--- config.mk ---
export PLATFORM = sky130hd
export DESIGN_NAME = gray_tracker
export DESIGN_NICKNAME = d
export VERILOG_FILES = /design/src/rtl/gray_tracker.sv
export SDC_FILE = /design/constraint.sdc
export NUM_CORES = 1
export LEC_CHECK = 0
export ABC_AREA = 1
export CAP_MARGIN = 20
export CELL_PAD_IN_SITES_DETAIL_PLACEMENT = 1
export CELL_PAD_IN_SITES_GLOBAL_PLACEMENT = 2
export CORE_MARGIN = 4
export CORE_UTILIZATION = 26
export DETAILED_ROUTE_END_ITERATION = 12
export PLACE_DENSITY_LB_ADDON = 0.1
export SYNTH_ARGS = -nofsm -noshare
export SYNTH_HDL_FRONTEND = slang
export SYNTH_SLANG_ARGS = --single-unit
--- constraint.sdc ---
create_clock -name clk -period 1.95 [get_ports clk]
set_clock_uncertainty 0.1 [all_clocks]
set_input_delay 0.585 -clock clk [delete_from_list [all_inputs] [get_ports clk]]
set_output_delay 0.585 -clock clk [all_outputs]
set_load 0.005 [all_outputs]
--- src/rtl/gray_tracker.sv ---
// Tracks a 3-bit Gray-coded position sequence, flags sequence violations and wraps.
// Optional build macro GRAY_TRACKER_HOLD_EN: treat a repeated code while LOCKED as legal.
module gray_tracker (
  input  logic       clk,
  input  logic       gcnt,
  input  logic       x,
  input  logic       y,
  input  logic       z,
  output logic [2:0] bin,
  output logic       locked,
  output logic       err,
  output logic       wrap,
  output logic [7:0] err_cnt
);

  typedef enum logic {SYNC = 1'b0, LOCKED = 1'b1} state_t;

  state_t     state_q, state_d;
  logic [2:0] code;
  logic [2:0] prev_q, prev_d;
  logic [2:0] bin_q, bin_d;
  logic       locked_q, locked_d;
  logic       err_q, err_d;
  logic       wrap_q, wrap_d;
  logic [7:0] err_cnt_q, err_cnt_d;
  logic [2:0] succ;
  logic       hold_ok;
  logic       legal;

  function automatic logic [2:0] gray2bin(input logic [2:0] g);
    return {g[2], g[2] ^ g[1], g[2] ^ g[1] ^ g[0]};
  endfunction

  function automatic logic [2:0] bin2gray(input logic [2:0] b);
    return b ^ (b >> 1);
  endfunction

  assign code = {x, y, z};
  // Expected next code: step the previous code one position along the cycle.
  assign succ = bin2gray(gray2bin(prev_q) + 3'd1);

`ifdef GRAY_TRACKER_HOLD_EN
  assign hold_ok = (code == prev_q);
`else
  assign hold_ok = 1'b0;
`endif

  assign legal = (code == succ) || hold_ok;

  // State register
  always_ff @(posedge clk) begin
    if (gcnt) begin
      state_q   <= SYNC;
      prev_q    <= 3'b000;
      bin_q     <= 3'b000;
      locked_q  <= 1'b0;
      err_q     <= 1'b0;
      wrap_q    <= 1'b0;
      err_cnt_q <= 8'd0;
    end else begin
      state_q   <= state_d;
      prev_q    <= prev_d;
      bin_q     <= bin_d;
      locked_q  <= locked_d;
      err_q     <= err_d;
      wrap_q    <= wrap_d;
      err_cnt_q <= err_cnt_d;
    end
  end

  // Next-state logic
  always_comb begin
    state_d = state_q;
    case (state_q)
      SYNC:    if (code == 3'b000) state_d = LOCKED;
      LOCKED:  if (!legal) state_d = SYNC;
      default: state_d = SYNC;
    endcase
  end

  // Output logic; a violating 000 drops to SYNC and needs a further 000 to re-lock.
  always_comb begin
    prev_d    = code;
    bin_d     = gray2bin(code);
    locked_d  = (state_d == LOCKED);
    err_d     = (state_q == LOCKED) && !legal;
    wrap_d    = (state_q == LOCKED) && (prev_q == 3'b100) && (code == 3'b000);
    err_cnt_d = err_cnt_q;
    if (err_d && (err_cnt_q != 8'hff)) err_cnt_d = err_cnt_q + 8'd1;
  end

  assign bin     = bin_q;
  assign locked  = locked_q;
  assign err     = err_q;
  assign wrap    = wrap_q;
  assign err_cnt = err_cnt_q;

endmodule

==> run_results.csv <==
group,metric,value,unit
outcome,status,"complete, no violations",
place,placedCellCount,202,
timing,hold_violations,0,
cts,cts_tree,"done",
place,preCtsSetupSlack,-114,ps
routing,wl,2290,um
cts,clk_latency,300,ps
routing,drt_iter0_markers,33,
setup_path,critPathSlowestCell,"clkdlybuf4s50_1",
floorplanning,pin_count,19,
timing,fin_crit,1890,ps
floorplanning,num_rows,20,
timing,rsz0062_at_grt,"false",
routing,vias,902,
setup_path,path_max_fanout,4,
job,cap_violations,0,
timing,timing.final.crit_share,0.970,
routing,drtAntennaViolNets,0,
routing,vias_per_cell,4.38,
hold_path,hold_class,"register to register",
place,io_buffers,18,
cts,path_clk_slew,100,ps
pwr,vdd_drop_max,0.318,mV
synthesis,synth_cell_types,20,
final_layout,antenna_cells,0,
synthesis,yosysTopAreaCellShare,0.360,
cts,clock-sinks,16,
setup_path,cp.arrival,1210,ps
timing,max_freq,529,MHz
synthesis,synth_area,890,um^2
place,place_area,1150,um^2
timing,finalSetupTns,0,ps
floorplanning,die_area,4420,um^2
synthesis,ys_ff_latch,16,
final_layout,area_growth,34.5,%
cts,cts_setup_buffers,0,
synthesis,syn_nets,143,
timing,tightest_slew,292,ps
place,dp_hpwl,1760,um
global_routing,grt_remaining_overflow,0,
routing,drt_drc_violations_left,0,
final_layout,fin_nets,169,
timing,hold_ws,463,ps
place,place.gp.congestion,0.732,
floorplanning,die_h,66.5,um
pwr,powerDensity,586,nW/um^2
global_routing,grt_antenna_before_repair,0,
setup_path,worstPathCellList,"clkdlybuf4s50_1",
setup_path,crit_family,"buffers and inverters",
final_layout,n_fill_cell,403,
global_routing,grt_pass1_vias,903,
cts,cts.root.buffer_cell,"clkbuf_4",
global_routing,track_usage,0.121,
synthesis,synth_top_cell_by_area,"dfxtp_1",
setup_path,worst_path_largest_cell_delay,520,ps
synthesis,ys_seq_area_frac,0.360,
floorplanning,chipWidth,66.5,um
final_layout,stdcell_area,1200,um^2
cts,cts_made_buffers,3,
global_routing,grt_max_degree,17,
cts,clockBufferDepth,2,
setup_path,cp_num_buf_inv,1,
final_layout,utilization,0.379,
setup_path,cp-end-kind,"output pin",
floorplanning,core_area,3150,um^2
synthesis,avgSynthCellArea,6.49,um^2
final_layout,final_cells,206,
timing,slew_viol_final,0,
routing,wl_per_cell,11.1,um
pwr,power,0.701,mW
synthesis,netlist_instances,137,
cts,postCtsHoldBufs,0,
setup_path,cp.required,1260,ps
pwr,total_leakage_power,0.521,nW
synthesis,ys_warn_count,0,
routing,dr.pass1.iters,4,
timing,relSlewSlack,0.804,
global_routing,grt_pass1_wl,4070,um
synthesis,synth_area_leaders,"dfxtp_1 (36%), nand2_1 (16%), inv_1 (11%)",
setup_path,r2r_setup_slack,340,ps
timing,finalSetupViolations,0,
floorplanning,start_util,0.282,
cts,h-tree-depth,1,
final_layout,drive_gt1_frac,0.185,
timing,fin_ws,58.0,ps
setup_path,worstSetupPathType,"register to output pin",
setup_path,cp-start-kind,"register",
[cells by family after synthesis]
group                      count (synthesis)  share of synthesized area
adders and majority gates                  1                     0.0141
xor gates and xnor gates                   2                     0.0197
DFF                                       16                      0.360
buffers and inverters                     31                      0.148
and+or+nand+nor                           83                      0.436
AOI/OAI and AO/OA                          4                     0.0225
[routing by layer]
layer,up-vias,GRT usage,share of wire
met5,-,0,0
met2,17,0.186,0.42
met4,0,0.0305,0.011
met1,409,0.156,0.52
met3,5,0.0489,0.053
li1,471,-,-
[repair_timing]
item | in CTS | in global routing
resized for setup | 5 | 2
setup endpoints to repair | 5 | 2
hold endpoints to repair | 0 | 0
pin swaps | 0 | 0
[cell usage in the layout, fill, tap and decap left out]
cell,instances
nand3_1,15
a21oi_1,3
dfxtp_1,9
inv_1,25
dfxtp_2,7
nand2_2,2
nor2_2,7
buf_4,8
nand4_1,7
nor3_1,3
clkbuf_8,1
nand2_1,37
ha_1,1
nand3_4,1
nor2_1,11
xor2_1,1
o21ai_0,1
inv_2,1
xnor2_1,1
clkbuf_4,3
clkdlybuf4s50_1,18
[area by class of cell]
cell class | count | area (um^2) | share of cell area
tap | 44 | 55.1 | 0.0460
multi-input combinational | 90 | 438 | 0.366
inverter | 26 | 97.6 | 0.0816
clock buffer | 4 | 36.3 | 0.0303
sequential | 16 | 329 | 0.275
timing repair buffer | 26 | 240 | 0.201
[state kept, by name (all words and copies together) (netlist names)]
name     flops
prev_q       3
wrap         1
err          1
locked       1
err_cnt      8
bin          2
[cell usage after synthesis]
cell	count
xor2_1	1
nand4_1	7
o21ai_0	1
nor2_2	7
ha_1	1
nand2_2	2
nor2_1	11
buf_2	2
buf_4	1
a21oi_1	3
nand3_1	15
nand2_1	37
xnor2_1	1
inv_2	1
nor3_1	3
dfxtp_1	16
buf_6	1
nand3_4	1
clkbuf_2	1
inv_1	25
[tightest hold or removal path: cells and delay by family (launching register included)]
family	cells	cell delay [ps]
buffers and inverters	2	100
AND/OR/NAND/NOR	2	80
flip-flops	1	350
[power by group]
| group | switching (mW) | internal [mW] | leakage (nW) |
|---|---|---|---|
| Sequential | 0.00926 | 0.340 | 0.134 |
| Clock | 0.117 | 0.114 | 0.0210 |
| Combinational | 0.0641 | 0.0575 | 0.366 |
[final timing paths]
| kind | startpoint | cells after the start | end |
|---|---|---|---|
| worst min register to register | err_cnt[1]$_SDFFE_PP0P_ | 4 | err_cnt[1]$_SDFFE_PP0P_ |
| worst min-delay path | err_cnt[1]$_SDFFE_PP0P_ | 4 | err_cnt[1]$_SDFFE_PP0P_ |
| worst max register to register | err_cnt[0]$_SDFFE_PP0P_ | 10 | err_cnt[7]$_SDFFE_PP0P_ |
| worst max-delay path | err_cnt[3]$_SDFFE_PP0P_ | 1 | err_cnt[3] |
Power figures use the tool's default switching activity.
